==> src/rtl/maria_regfile_v2.sv <==
// MARIA register window decode, register file, double-buffered CTRL, colour RAM and WSYNC handshake.
// Define MARIA_REGFILE_READBACK_EN to make the writable registers and colour entries readable.
module maria_regfile_v2 #(
   parameter int          NUM_PALETTES   = 8,
   parameter logic [15:0] WIN_BASE       = 16'h0020,
   parameter logic [15:0] MIRROR_MASK    = 16'h0300,
   parameter logic [15:0] ZP_BYPASS_NTSC = 16'h0084,
   parameter logic [15:0] ZP_BYPASS_PAL  = 16'h2730
) (
   input  logic        clk_sys,
   input  logic        reset,
   input  logic        mclk0,
   input  logic        pclkp,
   input  logic        maria_en,
   input  logic [15:0] AB,
   input  logic [7:0]  DB_in,
   input  logic        RW,
   input  logic        ABEN,
   input  logic        bypass_bios,
   input  logic        pal,
   input  logic [7:0]  status_read,
   input  logic        line_start,
   input  logic [4:0]  pal_idx,
   output logic [7:0]  pal_data,
   output logic        cs_maria,
   output logic [7:0]  DB_out,
   output logic [7:0]  ctrl,
   output logic [7:0]  char_base,
   output logic [15:0] ZP,
   output logic        wsync
);

   localparam int DEPTH = 1 + 3 * NUM_PALETTES;
   localparam int SLOTS = 32;

   typedef enum logic {WS_IDLE, WS_WAIT} ws_state_t;

   logic        blk_rst;
   logic [15:0] ab_masked;
   logic [4:0]  off;
   logic        old_phase;
   logic        acc, wr, rd;
   logic        wr_wsync, wr_ctrl;
   logic        col_hit;
   logic [4:0]  col_idx;
   logic [7:0]  rd_data;
   logic [7:0]  ctrl_pend;
   logic [7:0]  zp_h, zp_l;
   logic [15:0] zp_rst;
   logic [7:0]  ram [SLOTS];
   ws_state_t   ws_state, ws_state_nx;

   assign blk_rst   = reset | ~maria_en;
   assign ab_masked = AB & ~MIRROR_MASK;
   assign off       = AB[4:0];
   assign cs_maria  = (ab_masked[15:5] == WIN_BASE[15:5]) && !ABEN && maria_en;

   // One strobe per CPU phase: the 0->1 edge of pclkp as sampled on mclk0.
   assign acc      = cs_maria && pclkp && !old_phase && mclk0;
   assign wr       = acc && !RW;
   assign rd       = acc && RW;
   assign wr_wsync = wr && (off == 5'h04);
   assign wr_ctrl  = wr && (off == 5'h1C);

   assign zp_rst = bypass_bios ? (pal ? ZP_BYPASS_PAL : ZP_BYPASS_NTSC) : 16'h0000;
   assign ZP     = {zp_h, zp_l};

   // Offset 0 is the background colour; o[1:0]=1..3 picks colour 1..3 of palette o[4:2],
   // so the flat entry is 1 + 3*o[4:2] + (o[1:0]-1), which simplifies to 3*o[4:2] + o[1:0].
   always_comb begin
      col_hit = 1'b0;
      col_idx = 5'd0;
      if (off == 5'h00) begin
         col_hit = 1'b1;
      end else if (off[1:0] != 2'b00 && int'(off[4:2]) < NUM_PALETTES) begin
         col_hit = 1'b1;
         col_idx = 5'd3 * {2'b00, off[4:2]} + {3'b000, off[1:0]};
      end
   end

`ifdef MARIA_REGFILE_READBACK_EN
   always_comb begin
      rd_data = 8'h00;
      case (off)
         5'h08:   rd_data = status_read;
         5'h0C:   rd_data = zp_h;
         5'h10:   rd_data = zp_l;
         5'h14:   rd_data = char_base;
         5'h1C:   rd_data = ctrl_pend;
         default: if (col_hit) rd_data = ram[col_idx];
      endcase
   end
`else
   always_comb begin
      rd_data = (off == 5'h08) ? status_read : 8'h00;
   end
`endif

   // NOTE: the colour RAM is a flop array rather than a memory macro, because it must
   // clear on reset; entries beyond DEPTH are never written and trim away as constants.
   always_ff @(posedge clk_sys) begin
      if (blk_rst) begin
         old_phase <= 1'b0;
         ctrl      <= 8'hFF;
         ctrl_pend <= 8'hFF;
         char_base <= 8'h00;
         zp_h      <= zp_rst[15:8];
         zp_l      <= zp_rst[7:0];
         DB_out    <= 8'h00;
         pal_data  <= 8'h00;
         for (int i = 0; i < SLOTS; i++) ram[i] <= 8'h00;
      end else begin
         if (mclk0) old_phase <= pclkp;

         if (wr) begin
            case (off)
               5'h0C:   zp_h      <= DB_in;
               5'h10:   zp_l      <= DB_in;
               5'h14:   char_base <= DB_in;
               5'h1C:   ctrl_pend <= DB_in;
               default: if (col_hit) ram[col_idx] <= DB_in;
            endcase
         end

         // A CTRL write in this cycle defers the commit to the next mclk0.
         if (mclk0 && !wr_ctrl) ctrl <= ctrl_pend;

         if (rd) DB_out <= rd_data;

         // NOTE: non-blocking assignment here gives the old entry on a same-cycle write.
         pal_data <= (int'(pal_idx) < DEPTH) ? ram[pal_idx] : 8'h00;
      end
   end

   always_ff @(posedge clk_sys) begin
      if (blk_rst) ws_state <= WS_IDLE;
      else         ws_state <= ws_state_nx;
   end

   // A fresh WSYNC request wins over a coincident line_start.
   always_comb begin
      ws_state_nx = ws_state;
      case (ws_state)
         WS_IDLE: if (wr_wsync) ws_state_nx = WS_WAIT;
         WS_WAIT: if (!wr_wsync && line_start) ws_state_nx = WS_IDLE;
         default: ws_state_nx = WS_IDLE;
      endcase
   end

   always_comb begin
      wsync = (ws_state == WS_WAIT) && !blk_rst;
   end

endmodule

==> config.mk <==
export PLATFORM = sky130hd
export DESIGN_NAME = maria_regfile_v2
export DESIGN_NICKNAME = d
export VERILOG_FILES = /design/src/rtl/maria_regfile_v2.sv
export SDC_FILE = /design/constraint.sdc
export NUM_CORES = 1
export LEC_CHECK = 0
export ABC_AREA = 1
export CORE_UTILIZATION = 56
export CTS_CLUSTER_SIZE = 30
export DETAILED_ROUTE_END_ITERATION = 6
export DONT_BUFFER_PORTS = 1
export GPL_ROUTABILITY_DRIVEN = 0
export PLACE_DENSITY = 0.74
export SLEW_MARGIN = 20
export SYNTH_ARGS = -nofsm -noshare
export SYNTH_HDL_FRONTEND = slang
export SYNTH_SLANG_ARGS = --single-unit
==> constraint.sdc <==
create_clock -name clk_sys -period 3.2 [get_ports clk_sys]
set_input_delay 0.48 -clock clk_sys [delete_from_list [all_inputs] [get_ports clk_sys]]
set_output_delay 0.48 -clock clk_sys [all_outputs]
set_load 0.005 [all_outputs]
==> parameters.txt <==
Parameter                              Value

Status
  Run status    completed

Route
  Final Routed Wirelength    36700 um
  DRC marker count from the first detailed-route iteration    1176
  Per-cell routed wire length    19.2 um
  Routed vias/inst    5.78
  DR vias    11100
  Post-DRT Antenna Nets    0
  Initial DRT Pass Iterations    6
  DRC violations left    0

Timing
  Final period utilization    86.0%
  Setup repair after global routing missed its margin    no
  Final hold vios    0
  Minimum clock period    ~2.8 ns
  Number of endpoints failing setup at the final stage    0
  Pins Over Slew Limit    0
  Worst-margin pin slew    approximately 1.1 ns
  F_max    0.363 GHz
  Setup Skew    0.0132 ns
  Fin Hold WS    0.0815 ns
  Setup TNS after final layout    0 ns
  Relative max-transition margin    25.3%

Worst setup path
  Required arrival time at the worst endpoint    3.37 ns
  Critical setup path kind    in2reg
  Cell class contributing the biggest share of worst-path delay    adder cells
  Critical Path End Type    flip-flop
  Reg2Reg Setup Slack    0.99 ns
  Arrival time worst endpoint    2.93 ns
  Reg-to-Reg End    ram[18][7]
  Maximum single-stage delay on the critical path    0.54 ns
  Maximum fanout count along the critical path    8
  Length in cells of the worst reg-to-reg path    7
  Nature of the critical path startpoint    input pin
  Buffer and inverter count on the worst path    2
  Reg2reg start    old_phase
  Master of the slowest instance on the critical path    sky130_fd_sc_hd__fa_1
  List of cells traversed by the critical path    inv_1 -> fa_1 -> inv_1 -> ha_1 -> fa_1 -> xnor2_1 -> nor2_1 -> nand2_1 -> nor2_4 -> nand4_2 -> nand2_1

Die
  Die outline area    26900 um^2
  Number of placement rows    58
  Count of pins on the block boundary    97
  Height of the die    164 um
  Floorplan die width    approximately 160 um
  Initial cell density of the core    between 50 and 60%
  Core Region    25500 um^2

Clock network
  Number of levels in the clock H-tree    2
  Clock tree from TritonCTS    done
  Buffer levels on the longest clock path    3
  Root buffer cell    sky130_fd_sc_hd__clkbuf_16
  Worst-Skew Late Latency    about 0.51 ns
  Clock sink total    between 300 and 400
  Clock edge transition at the registers on the reported setup and hold paths    0.06 ns
  CTS Hold Buffers Added    0
  Buffer count from post-CTS setup fixing    0
  Clock buffer count from CTS    34
  Cts repair resizes    0

Logic synthesis
  Post-synth net total    1582
  Leading cell types by total area after synthesis    sky130_fd_sc_hd__edfxtp_1, sky130_fd_sc_hd__nand2_1, sky130_fd_sc_hd__nor2_1
  Count of unique library cells instantiated by Yosys    33
  Post-synthesis cell count    1524
  Post-synthesis instance area    14700 um^2
  Top cell type's share of synthesized area    55.6%
  Synthesis Warnings    0
  Sequential share of the synthesized area    61.3%
  Average size of a mapped cell    9.64 um^2
  Number of flip-flops and latches in the synthesized netlist    314
  Biggest area consumer among synthesized cells    sky130_fd_sc_hd__edfxtp_1

Run
  Number of max-capacitance violations reported    0

Layout
  Ratio of cells with drive above 1 in the final layout    13.0%
  Net count, final    1615
  Final core utilization    66.8%
  Area added between synthesis and finish    15.8%
  Diodes inserted    0

Global route
  Total track usage    28.3%
  Vias in the first global route    10600
  Total overflow reported by the global router    0
  Initial antenna violation count    0
  Wire length of the first global-routing pass    around 57000 um
  Pin count of the biggest net entering global routing    130

Min path
  Hold Crit Depth    1
  Worst Hold Launch    line_start
  End of the worst hold path    ws_state
  Path category of the worst min-delay check    in2reg

Placement
  Post-detail-place hpwl    23500 um
  Number of input and output port buffers inserted    0

Power
  Leakage dissipation    7.11 nW
  Power per Cell Area    579 nW/um^2
  Peak supply drop    0.000511 V
## logic make-up after synthesis
kind of cell               after synthesis  synth area share, %
AOI/OAI and AO/OA                       70                 2.45
and+or+nand+nor                        980                 31.0
xor gates and xnor gates                 2                0.119
DFF                                    314                 61.3
buffers and inverters                  147                 4.05
adders and majority gates               11                 1.04
## sequential cells by signal, summed over array words and instances, names as in the netlist
register,count
DB_out,8
char_base,8
ctrl,8
ctrl_pend,8
old_phase,1
pal_data,8
ram,256
ws_state,1
zp_h,8
zp_l,8
## synth_stat cells, drive strengths merged
master	instances
clkinv	6
nor4	1
o31ai	1
edfxtp	272
dfxtp	42
or2	1
clkbuf	68
xor2	1
o32ai	1
nand3b	1
a21oi	41
nand2	438
ha	9
buf	24
o21ai	27
nand4	35
inv	49
xnor2	1
nand3	176
fa	2
nor3	9
nor2	319
## per-stage QoR
stage | setup slack [ns] | power (mW) | instances | cell area (um^2)
2_1_floorplan | -0.0204 | 5.22 | 1524 | 14700
3_3_place_gp | 0.0116 | 5.48 | 1851 | 15700
3_5_place_dp | -0.0726 | 5.51 | 1851 | 15700
4_1_cts | 0.460 | 9.88 | 1913 | 17000
5_1_grt | 0.326 | 10.1 | 1913 | 17000
6_report | 0.448 | 9.84 | 1913 | 17000
## layer usage
metal | GRT usage, % | routed length [um] | share of wire, %
met1 | 37.2 | 13900 | 38
met3 | 5.86 | 4120 | 11
met4 | 10.9 | 1160 | 3.2
met5 | 0 | 0 | 0
met2 | 46.1 | 17600 | 48
## report_power, final
part           total, mW  switching, mW  internal (mW)
logic              0.793          0.556          0.237
registers           4.64         0.0556           4.59
clock network       4.41           1.56           2.84
## layout make-up
| class | instances | area [um^2] |
|---|---|---|
| flip-flops and latches | 314 | 9010 |
| fillers | 1912 | 8470 |
| multi-input cells | 1063 | 5130 |
| clock buffers | 46 | 1000 |
| repair buffers | 89 | 968 |
| well taps | 330 | 413 |
| clock inverters | 16 | 275 |
| inverters | 55 | 208 |
## placed cells by master, fill, tap and decap left out, types with 6 or more instances in the layout
cell type | synthesis | final
sky130_fd_sc_hd__clkinv_1 | 6 | 10
sky130_fd_sc_hd__buf_4 | 4 | 65
sky130_fd_sc_hd__inv_1 | 47 | 45
sky130_fd_sc_hd__clkbuf_16 | 0 | 38
sky130_fd_sc_hd__dfxtp_1 | 42 | 42
sky130_fd_sc_hd__bufinv_16 | 0 | 8
sky130_fd_sc_hd__nor2_4 | 6 | 9
sky130_fd_sc_hd__nor2_2 | 10 | 8
sky130_fd_sc_hd__nand2_2 | 0 | 6
sky130_fd_sc_hd__nor3_1 | 8 | 8
sky130_fd_sc_hd__ha_1 | 9 | 9
sky130_fd_sc_hd__edfxtp_1 | 272 | 272
sky130_fd_sc_hd__a21oi_1 | 41 | 41
sky130_fd_sc_hd__nand3_1 | 176 | 176
sky130_fd_sc_hd__nand4_4 | 30 | 30
sky130_fd_sc_hd__buf_12 | 0 | 24
sky130_fd_sc_hd__o21ai_0 | 25 | 24
sky130_fd_sc_hd__nand2_1 | 438 | 432
sky130_fd_sc_hd__nor2_1 | 303 | 302
## worst max-delay path by stage
stage,from,end,cells past startpoint
5_1_grt,AB[1],ram[10][5],11
4_1_cts,AB[1],ram[9][3],11
3_5_place_dp,AB[1],ram[9][6],11
6_report,AB[1],ram[11][0],11
3_3_place_gp,AB[1],ram[11][3],11
2_1_floorplan,AB[1],ram[15][0],11
Note: power is estimated with default switching activity, not from simulation.
